## src/rtl/fifo_drain_pkg.sv

```systemverilog
// Shared definitions for the fifo_drain read-side consumer: FSM encodings,
// default geometry and a width helper.
package fifo_drain_pkg;

  typedef enum logic [1:0] {
    RUN        = 2'd0,
    FLUSH_WAIT = 2'd1,
    FLUSH_EMIT = 2'd2
  } state_e;

  localparam int DEF_BYTES  = 4;
  localparam int DEF_RD_LAT = 1;

  // Width of a byte count that must be able to hold the value BYTES itself.
  function automatic int bytes_cnt_w(input int bytes);
    return $clog2(bytes) + 1;
  endfunction

endpackage

```

## src/rtl/fifo_drain_word_buf2.sv

```systemverilog
// Two-entry FIFO-ordered word buffer with valid/ready output; entry 0 is the
// head, so the presented word and byte count come straight from registers.
module word_buf2 #(
  parameter int W  = 32,
  parameter int CW = 3
) (
  input  logic          clk,
  input  logic          rst,
  input  logic          push,
  input  logic [W-1:0]  push_data,
  input  logic [CW-1:0] push_bytes,
  input  logic          pop_ready,
  output logic [W-1:0]  head_data,
  output logic [CW-1:0] head_bytes,
  output logic          head_valid,
  output logic [1:0]    count
);

  logic [W-1:0]  data0_q, data0_d;
  logic [W-1:0]  data1_q, data1_d;
  logic [CW-1:0] bytes0_q, bytes0_d;
  logic [CW-1:0] bytes1_q, bytes1_d;
  logic [1:0]    cnt_q, cnt_d;
  logic          pop;
  logic          push_ok;
  logic [1:0]    occ;

  always_comb begin
    data0_d  = data0_q;
    data1_d  = data1_q;
    bytes0_d = bytes0_q;
    bytes1_d = bytes1_q;
    pop      = pop_ready && (cnt_q != 2'd0);
    occ      = cnt_q - {1'b0, pop};
    push_ok  = push && (occ != 2'd2);

    if (pop) begin
      data0_d  = data1_q;
      bytes0_d = bytes1_q;
      data1_d  = '0;
      bytes1_d = '0;
    end

    // A pushed word lands behind whatever survives this cycle's pop.
    if (push_ok) begin
      if (occ == 2'd0) begin
        data0_d  = push_data;
        bytes0_d = push_bytes;
      end else begin
        data1_d  = push_data;
        bytes1_d = push_bytes;
      end
    end

    cnt_d = cnt_q + {1'b0, push_ok} - {1'b0, pop};
  end

  always_ff @(posedge clk or posedge rst) begin
    if (rst) begin
      data0_q  <= '0;
      data1_q  <= '0;
      bytes0_q <= '0;
      bytes1_q <= '0;
      cnt_q    <= 2'd0;
    end else begin
      data0_q  <= data0_d;
      data1_q  <= data1_d;
      bytes0_q <= bytes0_d;
      bytes1_q <= bytes1_d;
      cnt_q    <= cnt_d;
    end
  end

  assign head_data  = data0_q;
  assign head_bytes = bytes0_q;
  assign head_valid = (cnt_q != 2'd0);
  assign count      = cnt_q;

endmodule

```

## src/rtl/fifo_drain.sv

```systemverilog
// Read-side FIFO consumer: credit-gated pops, little-endian byte packing into
// words, flush of partial words, and a two-entry valid/ready output buffer.
module fifo_drain
  import fifo_drain_pkg::*;
#(
  parameter int BYTES  = DEF_BYTES,
  parameter int RD_LAT = DEF_RD_LAT
) (
  input  logic                    clkr,
  input  logic                    rst,
  input  logic                    e,
  output logic                    RREQ,
  input  logic [7:0]              RD,
  input  logic                    flush,
  output logic [8*BYTES-1:0]      out_data,
  output logic [$clog2(BYTES):0]  out_bytes,
  output logic                    out_valid,
  input  logic                    out_ready
);

  localparam int W  = 8 * BYTES;
  localparam int PW = $clog2(BYTES);
  localparam int OW = bytes_cnt_w(BYTES);
  localparam int HW = 6;

  state_e            state_q, state_d;
  logic [PW-1:0]     pack_cnt_q, pack_cnt_d;
  logic [W-1:0]      pack_data_q, pack_data_d;
  logic [1:0]        infl_q, infl_d;
  logic [RD_LAT-1:0] lat_q, lat_d;

  logic [1:0]    buf_cnt;
  logic          push;
  logic [W-1:0]  push_data;
  logic [OW-1:0] push_bytes;
  logic [HW-1:0] held;
  logic          can_pop;
  logic          capture;

  // Bytes committed inside the block: buffered words, packer and in flight.
  assign held    = HW'(buf_cnt) * HW'(BYTES) + HW'(pack_cnt_q) + HW'(infl_q);
  assign can_pop = held < HW'(2 * BYTES);
  assign RREQ    = !rst && !e && can_pop && (state_q == RUN);
  assign capture = lat_q[RD_LAT-1];

  always_comb begin
    state_d     = state_q;
    pack_cnt_d  = pack_cnt_q;
    pack_data_d = pack_data_q;
    push        = 1'b0;
    push_data   = '0;
    push_bytes  = '0;

    lat_d[0] = RREQ;
    for (int i = 1; i < RD_LAT; i++) begin
      lat_d[i] = lat_q[i-1];
    end
    infl_d = infl_q + {1'b0, RREQ} - {1'b0, capture};

    if (capture) begin
      pack_data_d[{pack_cnt_q, 3'b000} +: 8] = RD;
      if (pack_cnt_q == PW'(BYTES - 1)) begin
        push        = 1'b1;
        push_data   = pack_data_d;
        push_bytes  = OW'(BYTES);
        pack_data_d = '0;
        pack_cnt_d  = '0;
      end else begin
        pack_cnt_d = pack_cnt_q + PW'(1);
      end
    end

    // Full-word pushes only come from captures, which cannot occur in
    // FLUSH_EMIT because in-flight pops have drained by then.
    case (state_q)
      RUN: begin
        if (flush) state_d = FLUSH_WAIT;
      end
      FLUSH_WAIT: begin
        if (infl_q == 2'd0) begin
          state_d = (pack_cnt_q == '0) ? RUN : FLUSH_EMIT;
        end
      end
      FLUSH_EMIT: begin
        if (buf_cnt != 2'd2) begin
          push        = 1'b1;
          push_data   = pack_data_q;
          push_bytes  = {1'b0, pack_cnt_q};
          pack_data_d = '0;
          pack_cnt_d  = '0;
          state_d     = RUN;
        end
      end
      default: state_d = RUN;
    endcase
  end

  always_ff @(posedge clkr or posedge rst) begin
    if (rst) begin
      state_q     <= RUN;
      pack_cnt_q  <= '0;
      pack_data_q <= '0;
      infl_q      <= 2'd0;
      lat_q       <= '0;
    end else begin
      state_q     <= state_d;
      pack_cnt_q  <= pack_cnt_d;
      pack_data_q <= pack_data_d;
      infl_q      <= infl_d;
      lat_q       <= lat_d;
    end
  end

  word_buf2 #(
    .W  (W),
    .CW (OW)
  ) u_buf (
    .clk        (clkr),
    .rst        (rst),
    .push       (push),
    .push_data  (push_data),
    .push_bytes (push_bytes),
    .pop_ready  (out_ready),
    .head_data  (out_data),
    .head_bytes (out_bytes),
    .head_valid (out_valid),
    .count      (buf_cnt)
  );

endmodule
```

## config.mk

```make
export PLATFORM = sky130hd
export DESIGN_NAME = fifo_drain
export DESIGN_NICKNAME = d
export VERILOG_FILES = /design/src/rtl/fifo_drain_pkg.sv /design/src/rtl/fifo_drain_word_buf2.sv /design/src/rtl/fifo_drain.sv
export SDC_FILE = /design/constraint.sdc
export NUM_CORES = 1
export LEC_CHECK = 0
export CELL_PAD_IN_SITES_DETAIL_PLACEMENT = 0
export CELL_PAD_IN_SITES_GLOBAL_PLACEMENT = 1
export CORE_MARGIN = 1
export CORE_UTILIZATION = 45
export CTS_CLUSTER_SIZE = 28
export DETAILED_ROUTE_END_ITERATION = 16
export PLACE_DENSITY = 0.73
export SETUP_SLACK_MARGIN = 0.1
export SLEW_MARGIN = 0
export SYNTH_ARGS = -nofsm -noshare
export SYNTH_HDL_FRONTEND = slang
export SYNTH_HIERARCHICAL = 1
export SYNTH_SLANG_ARGS = --single-unit
```

## constraint.sdc

```tcl
create_clock -name clkr -period 4.9 [get_ports clkr]
set_input_delay 0.735 -clock clkr [delete_from_list [all_inputs] [get_ports clkr]]
set_output_delay 0.735 -clock clkr [all_outputs]
set_load 0.05 [all_outputs]
```

==> flow_metrics.py, run 1 <==
metrics = {
    "hold_path": {
        "min_path_type": "flip-flop to flip-flop",
    },
    "sta": {
        "final.setup_skew_ps": 7.10,
        "finalCriticalPeriod_ps": 3690,
        "setup_viol": 0,
        "rsz0062_at_grt": "false",
        "tightest_slew_ps": 1110,
        "max_freq_mhz": 271,
        "tns_ps": 0,
        "maxSlewHeadroom": 0.258,
        "report.final.slew_viol_count": 0,
        "hold_ws_ps": 503,
        "worst_slack_ps": 1210,
        "hold_viol": 0,
        "fin_crit_sh": 0.754,
    },
    "logic_synthesis": {
        "yosysWarnings": 6,
        "synth_nets": 445,
        "synth_top_cells_by_area": "dfrtp_1 49%, mux2_4 15%, a22o_1 10%, a32oi_1 4.9%, nor2_1 2.5%",
        "yosys.area.top_type": "dfrtp_1",
        "ys_seq_elements": 111,
        "synth_area_sq_mm": 0.00568,
        "ys_seq_area_frac": 0.489,
        "synthDistinctLibCells": 42,
        "synth_async_sr_flop_share": 1.00,
        "synth_top_cell_area_share": 0.489,
        "synth_edf_count": 0,
        "syn_inst": 421,
        "synthFlopType": "dfrtp_1",
        "syn_avg_cell_area_sq_um": 13.5,
    },
    "clocking": {
        "path_clk_slew_ps": 70,
        "htree_levels": 3,
        "cts-root-buf": "clkbuf_16",
        "post_cts_resized": 0,
        "numCtsBuffers": 9,
        "cts_setup_buffers": 0,
        "clock_latency_ps": 350,
        "hold_buffers": 0,
        "cts_tree": "done",
        "clock_sinks": 111,
        "cts_buffer_depth": 2,
    },
    "power": {
        "peakVddDrop_v": 0.000271,
        "power_density_mw_per_mm2": 386,
        "p_leak_nw": 3.10,
        "p_total_mw": 2.52,
    },
    "status": {
        "status": "complete, no violations",
    },
    "worst_setup_path": {
        "worst-r2r-setup-slack_ps": 1570,
        "cp-end-kind": "output pin",
        "required_ps": 4160,
        "crit_fanout": 3,
        "worstPathArrival_ps": 2960,
        "setup.worst_path.start_class": "input pin",
        "path_class": "input pin to output pin",
    },
    "cells_and_area": {
        "syn2layout_area_growth_pct": 14.7,
        "fin_nets": 482,
        "drive_gt1_frac": 0.240,
        "antennaDiodeCount": 0,
    },
    "detailed_routing": {
        "drt-met1-wl_mm": 5.74,
        "viasPerCell": 5.83,
        "wl_per_cell_microns": 19.7,
        "post-route-drc-count": 0,
        "first_pass_iters": 4,
        "wl_met2_mm": 6.08,
        "routed_wl_mm": 12.4,
        "drt_iter0_drc": 178,
        "met3_length_microns": 490,
        "vias": 3677,
        "top_layer": "met4",
        "final_antenna_net_count": 0,
    },
    "die": {
        "initial_core_util": 0.467,
        "die_area_sq_mm": 0.0131,
        "die_h_microns": 114,
        "die_width_microns": 114,
        "coreArea_sq_mm": 0.0122,
        "num_rows": 40,
        "io_pins": 50,
    },
    "global_route": {
        "grtUsageTotal": 0.205,
        "grt_pass1_vias": 3776,
        "grt_pass1_wl_mm": 20.4,
        "grt_overflow": 0,
        "grt_start_max_net_pins": 40,
        "antenna_found_initial": 0,
    },
    "placed_design": {
        "io_buffers": 49,
        "place_ws_ps": 1200,
        "hpwl_mm": 7.89,
        "gp_congestion": 0.746,
    },
    "flow_run": {
        "max_cap_violations": 0,
    },
}
Yosys cell counts, drive strengths merged (2+ instances only):
cell	number
dfrtp	111
mux2	70
a22o	67
nor2	39
a32oi	32
buf	24
ha	11
nor2b	11
inv	8
o21ai	8
nand2b	4
o2111a	4
o22ai	4
xnor2	4
clkbuf	3
a211oi	2
and3b	2
nand2	2
nand3	2
nand3b	2
nor3	2
cell families (layout without fill, tap and decap cells):
family | Yosys count | count (layout) | synth area share
AOI/OAI and AO/OA | 121 | 121 | 0.193
DFF | 111 | 111 | 0.489
muxes | 71 | 71 | 0.179
and+or+nand+nor | 68 | 68 | 0.0650
buffers and inverters | 35 | 77 | 0.0438
adders and majority gates | 11 | 11 | 0.0242
xor gates and xnor gates | 4 | 4 | 0.00617
cells in the final DEF (no fill, tap or decap), drive strengths merged, types with 2 or more instances in the layout:
| master | netlist | final |
|---|---|---|
| nand3 | 2 | 2 |
| o21ai | 8 | 8 |
| a32oi | 32 | 32 |
| nand3b | 2 | 2 |
| inv | 8 | 9 |
| xnor2 | 4 | 4 |
| clkdlybuf4s50 | 0 | 49 |
| mux2 | 70 | 70 |
| buf | 24 | 4 |
| nand2b | 4 | 4 |
| a22o | 67 | 67 |
| nand2 | 2 | 2 |
| ha | 11 | 11 |
| clkinv | 0 | 2 |
| dfrtp | 111 | 111 |
| o22ai | 4 | 4 |
| nor3 | 2 | 2 |
| a211oi | 2 | 2 |
| clkbuf | 3 | 11 |
| and3b | 2 | 2 |
| nor2b | 11 | 11 |
| o2111a | 4 | 4 |
| nor2 | 39 | 39 |
worst max-delay path, stage by stage:
cell and delay (ps):
clkdlybuf4s50_1 450, or4_1 520, a211oi_1 370, clkdlybuf4s50_1 880
metrics by stage:
step / utilization / instance area, sq um / instances
after global routing: 0.536 / 6520 / 631
after detailed placement: 0.511 / 6210 / 615
after global placement: 0.511 / 6210 / 615
after CTS: 0.536 / 6520 / 631
final: 0.536 / 6520 / 631
after floorplan: - / 5680 / 421
worst paths after layout:
path,startpoint,to,cells after the start
min in group asynchronous,rst,state_q[0]$_DFFE_PP0P_,3
max,rst,RREQ,4
max in group asynchronous,rst,u_buf/head_data[12]$_DFF_PP0_,3
min reg2reg,u_buf/data1_q[15]$_DFF_PP0_,u_buf/data1_q[15]$_DFF_PP0_,1
min,u_buf/data1_q[15]$_DFF_PP0_,u_buf/data1_q[15]$_DFF_PP0_,1
max reg2reg,pack_cnt_q[0]$_DFF_PP0_,u_buf/data1_q[2]$_DFF_PP0_,6
cell type report:
cell class              count  area, sq um
inverters                   8         32.5
clock buffers              11          243
well taps                 168          210
flip-flops and latches    111         2780
fillers                  1060         5640
repair buffers             53          520
multi-input cells         275         2670
clock inverters             5         66.3
registers in the layout (all words and copies together), names as in the netlist:
name / count
pack_cnt_q: 2
infl_q: 2
u_buf/head_data: 32
u_buf/head_bytes: 3
u_buf/bytes1_q: 3
pack_data_q: 32
u_buf/data1_q: 32
capture: 1
u_buf/count: 2
state_q: 2
routing by layer:
layer / global-route usage / vias to the layer above
met1: 0.283 / 1905
met5: 0 / -
met2: 0.320 / 79
met4: 0.0597 / 0
li1: - / 1683
met3: 0.0503 / 10
power by group:
group          switching (mW)  total (mW)  internal [mW]
combinational           0.443       0.669          0.226
sequential             0.0923        1.09          0.998
clock                   0.340       0.757          0.416
Note: power is estimated with default switching activity, not from simulation.
==> run 2, diff against run 1 <==
==> constraint.sdc (replaced) <==
create_clock -name clkr -period 3.45 [get_ports clkr]
set_input_delay 0.5175 -clock clkr [delete_from_list [all_inputs] [get_ports clkr]]
set_output_delay 0.5175 -clock clkr [all_outputs]
set_load 0.05 [all_outputs]
==> flow_metrics.py, run 2 (synthesized netlist as in run 1, its figures left out) <==
metrics = {
    "status": {
        "status": "complete, no violations",
    },
    "sta": {
        "tns_ps": 0,
        "hold_viol": 0,
        "maxSlewHeadroom": 0.432,
        "tightest_slew_ps": 851,
        "setup_viol": 0,
        "fin_crit_sh": 0.795,
        "max_freq_mhz": 365,
        "finalCriticalPeriod_ps": 2740,
        "final.setup_skew_ps": 9.28,
        "report.final.slew_viol_count": 0,
        "rsz0062_at_grt": "false",
    },
    "die": {
        "num_rows": 40,
        "die_area_sq_mm": 0.0131,
        "die_width_microns": 114,
        "die_h_microns": 114,
        "initial_core_util": 0.467,
        "io_pins": 50,
        "coreArea_sq_mm": 0.0122,
    },
    "worst_setup_path": {
        "worstPathArrival_ps": 2220,
        "required_ps": 2930,
        "cp-end-kind": "output pin",
        "r2r.worst_path.cells": 5,
        "crit_fanout": 3,
        "path_class": "input pin to output pin",
        "setup.worst_path.start_class": "input pin",
    },
    "placed_design": {
        "gp_congestion": 0.765,
        "hpwl_mm": 8.55,
        "io_buffers": 49,
    },
    "clocking": {
        "cts_setup_buffers": 0,
        "path_clk_slew_ps": 70,
        "clock_latency_ps": 350,
        "htree_levels": 3,
        "hold_buffers": 0,
        "post_cts_resized": 0,
        "cts_tree": "done",
        "numCtsBuffers": 9,
        "clock_sinks": 111,
        "cts-root-buf": "clkbuf_16",
        "cts_buffer_depth": 2,
    },
    "detailed_routing": {
        "vias": 3735,
        "first_pass_iters": 4,
        "routed_wl_mm": 12.8,
        "viasPerCell": 5.86,
        "post-route-drc-count": 0,
        "drt_iter0_drc": 243,
        "final_antenna_net_count": 0,
        "wl_per_cell_microns": 20.2,
    },
    "power": {
        "clkPwrFrac": 0.297,
        "p_total_mw": 3.61,
        "power_density_mw_per_mm2": 547,
        "switching_power_mw": 1.23,
        "p_leak_nw": 3.15,
        "peakVddDrop_v": 0.000448,
        "swShare": 0.340,
        "internal_power_mw": 2.38,
        "combPwrFrac": 0.273,
        "seqPwrFrac": 0.430,
    },
    "cells_and_area": {
        "drive_gt1_frac": 0.252,
        "fin_nets": 489,
        "final_cell_mix": "111 x dfrtp_1, 67 x a22o_1, 58 x mux2_4",
        "antennaDiodeCount": 0,
        "multi_input_area_sq_mm": 0.00266,
        "layout_commonest_cell": "dfrtp_1",
        "syn2layout_area_growth_pct": 16.1,
        "fillers": 1024,
        "ff_latch_area_sq_mm": 0.00278,
    },
    "hold_path": {
        "min_path_type": "flip-flop to flip-flop",
        "whs_path_depth": 1,
    },
    "flow_run": {
        "max_cap_violations": 0,
    },
    "global_route": {
        "grt_overflow": 0,
        "grt_start_max_net_pins": 38,
        "grt_pass1_vias": 3829,
        "grtUsageTotal": 0.214,
        "grt_pass1_wl_mm": 21.3,
        "antenna_found_initial": 0,
    },
}
[run 2: power groups by stage]
| stage | registers (mW) | logic (mW) | clock network [mW] |
|---|---|---|---|
| after CTS | 1.55 | 0.986 | 1.11 |
| after global routing | 1.57 | 1.07 | 1.15 |
| after global placement | 1.57 | 0.971 | 0 |
| after floorplan | 1.54 | 0.796 | 0 |
| after detailed placement | 1.58 | 0.982 | 0 |
| final | 1.55 | 0.985 | 1.07 |
[run 2: path summary, 6_finish.rpt]
check | start | end | slack, ps
max | rst | RREQ | 710
min | u_buf/data1_q[25]$_DFF_PP0_ | u_buf/data1_q[25]$_DFF_PP0_ | 500
max reg2reg | u_buf/count[1]$_DFF_PP0_ | u_buf/head_bytes[1]$_DFF_PP0_ | 730
min reg2reg | u_buf/data1_q[25]$_DFF_PP0_ | u_buf/data1_q[25]$_DFF_PP0_ | 500
max in group asynchronous | rst | u_buf/head_data[20]$_DFF_PP0_ | 2080
min in group asynchronous | rst | capture$_DFF_PP0_ | 650
[run 2: layout make-up]
class	count	share of cell area
inverter	8	0.00493
clock buffer	13	0.0410
tap	168	0.0319
clock inverter	2	0.00588
multi-input combinational	275	0.403
sequential	111	0.421
timing repair buffer	60	0.0922
[run 2: stage by stage]
| stage | cell area, sq um | hold WS (ps) | setup slack, ps | utilization | std cells |
|---|---|---|---|---|---|
| 2_1_floorplan | 5680 | 460 | 560 | - | 421 |
| 3_3_place_gp | 6290 | 479 | 733 | 0.517 | 622 |
| 3_5_place_dp | 6290 | 482 | 675 | 0.517 | 622 |
| 4_1_cts | 6600 | 498 | 677 | 0.543 | 637 |
| 5_1_grt | 6600 | 513 | 566 | 0.543 | 637 |
| 6_report | 6600 | 501 | 708 | 0.543 | 637 |
[run 2: per-layer routing]
layer,part of all wire,global-route usage,wire (microns),up-vias
met2,0.46,0.330,5950,84
met4,0.016,0.0641,211,0
li1,-,-,-,1697
met3,0.040,0.0524,513,16
met5,0,0,0,-
met1,0.48,0.298,6180,1938
[run 2: worst max-delay path, stage by stage]
cell and delay, ps:
clkdlybuf4s50_1 440, or4_1 510, a211oi_1 540, buf_12 210
==> run 3, diff against run 2 <==
==> constraint.sdc (replaced) <==
create_clock -name clkr -period 2.65 [get_ports clkr]
set_input_delay 0.3975 -clock clkr [delete_from_list [all_inputs] [get_ports clkr]]
set_output_delay 0.3975 -clock clkr [all_outputs]
set_load 0.05 [all_outputs]
==> flow_metrics.py, run 3 (synthesized netlist as in run 1, its figures left out) <==
metrics = {
    "status": {
        "status": "complete, no violations",
    },
    "worst_setup_path": {
        "crit_fanout": 10,
        "path_class": "flip-flop to output pin",
        "path_buf_inv": 1,
        "critPathTopFamily": "simple AND/OR/NAND/NOR gates",
        "crit_chain": "or4_1 -> a211oi_2 -> buf_12",
        "setup.worst_path.start_class": "flip-flop",
        "max_stage_delay_ps": 530,
        "worstPathArrival_ps": 1960,
        "required_ps": 2250,
        "crit_slowest_cell": "or4_1",
        "cp-end-kind": "output pin",
    },
    "sta": {
        "worst_slack_ps": 294,
        "finalCriticalPeriod_ps": 2360,
        "fin_crit_sh": 0.889,
        "setup_viol": 0,
        "maxSlewHeadroom": 0.580,
        "final.setup_skew_ps": 5.72,
        "hold_ws_ps": 495,
        "hold_viol": 0,
        "max_freq_mhz": 424,
        "tns_ps": 0,
        "rsz0062_at_grt": "false",
        "report.final.slew_viol_count": 0,
        "tightest_slew_ps": 629,
    },
    "clocking": {
        "cts_setup_buffers": 0,
        "hold_buffers": 0,
        "cts-root-buf": "clkbuf_16",
        "clock_sinks": 111,
        "cts_tree": "done",
        "numCtsBuffers": 9,
        "post_cts_resized": 0,
        "cts_buffer_depth": 2,
        "htree_levels": 3,
        "path_clk_slew_ps": 70,
        "clock_latency_ps": 360,
    },
    "placed_design": {
        "place_ws_ps": 312,
        "placed_cell_area_sq_mm": 0.00638,
        "gp_congestion": 0.781,
        "io_buffers": 49,
        "placed_cells": 630,
        "hpwl_mm": 8.12,
    },
    "detailed_routing": {
        "met3_length_microns": 359,
        "top_layer": "met4",
        "final_antenna_net_count": 0,
        "wl_met2_mm": 5.79,
        "viasPerCell": 5.70,
        "routed_wl_mm": 12.4,
        "vias": 3685,
        "first_pass_iters": 4,
        "wl_per_cell_microns": 19.2,
        "post-route-drc-count": 0,
        "drt-met1-wl_mm": 6.07,
        "drt_iter0_drc": 191,
    },
    "cells_and_area": {
        "antennaDiodeCount": 0,
        "layout_commonest_cell": "dfrtp_1",
        "stdcell_count": 646,
        "fin_nets": 497,
        "final_cell_mix": "111 x dfrtp_1, 67 x a22o_1, 58 x mux2_4",
        "multi_input_area_sq_mm": 0.00267,
        "syn2layout_area_growth_pct": 17.4,
        "ff_latch_area_sq_mm": 0.00278,
        "drive_gt1_frac": 0.266,
        "post-route-util": 0.548,
        "fin_area_sq_mm": 0.00667,
        "fillers": 1059,
    },
    "global_route": {
        "grt_pass1_vias": 3750,
        "grt_overflow": 0,
        "grtUsageTotal": 0.206,
        "grt_start_max_net_pins": 73,
        "antenna_found_initial": 0,
        "grt_pass1_wl_mm": 20.5,
    },
    "die": {
        "io_pins": 50,
        "die_width_microns": 114,
        "initial_core_util": 0.467,
        "num_rows": 40,
        "coreArea_sq_mm": 0.0122,
        "die_area_sq_mm": 0.0131,
        "die_h_microns": 114,
    },
    "power": {
        "p_total_mw": 4.69,
        "power_density_mw_per_mm2": 703,
        "peakVddDrop_v": 0.000425,
        "p_leak_nw": 3.19,
    },
    "flow_run": {
        "max_cap_violations": 0,
    },
    "hold_path": {
        "min_path_type": "input pin to async pin",
    },
}
[run 3: path summary, 6_finish.rpt]
kind | endpoint | cells after the start | start | slack, ps
min reg2reg | u_buf/data1_q[20]$_DFF_PP0_ | 1 | u_buf/data1_q[20]$_DFF_PP0_ | 500
max in group asynchronous | pack_data_q[6]$_DFF_PP0_ | 3 | rst | 1730
max reg2reg | u_buf/data1_q[30]$_DFF_PP0_ | 6 | pack_cnt_q[1]$_DFF_PP0_ | 430
min | u_buf/count[0]$_DFF_PP0_ | 3 | rst | 490
max | RREQ | 3 | u_buf/count[1]$_DFF_PP0_ | 290
min in group clkr | u_buf/data1_q[20]$_DFF_PP0_ | 1 | u_buf/data1_q[20]$_DFF_PP0_ | 500
[run 3: area by class of cell]
class / count / share of cell area
Sequential cell: 111 / 0.417
Multi-Input combinational cell: 275 / 0.400
Timing Repair Buffer: 68 / 0.104
Clock buffer: 14 / 0.0411
Tap cell: 168 / 0.0315
Inverter: 8 / 0.00488
Clock inverter: 2 / 0.00206
[run 3: power breakdown]
group          total [mW]  switching (mW)  internal [mW]
logic                1.36           0.861          0.503
registers            2.00           0.156           1.85
clock network        1.32           0.606          0.717
[run 3: layer usage]
| layer | vias to the layer above | track usage |
|---|---|---|
| li1 | 1707 | - |
| met1 | 1907 | 0.294 |
| met2 | 58 | 0.315 |
| met3 | 13 | 0.0498 |
| met4 | 0 | 0.0545 |
| met5 | - | 0 |
[run 3: worst reg2reg max path: cells and delay by family (launching register included)]
family,cells,cell delay (ps)
AOI/OAI and AO/OA,3,700
adders and majority gates,1,380
buffers and inverters,1,130
DFF,1,480
and+or+nand+nor,1,460
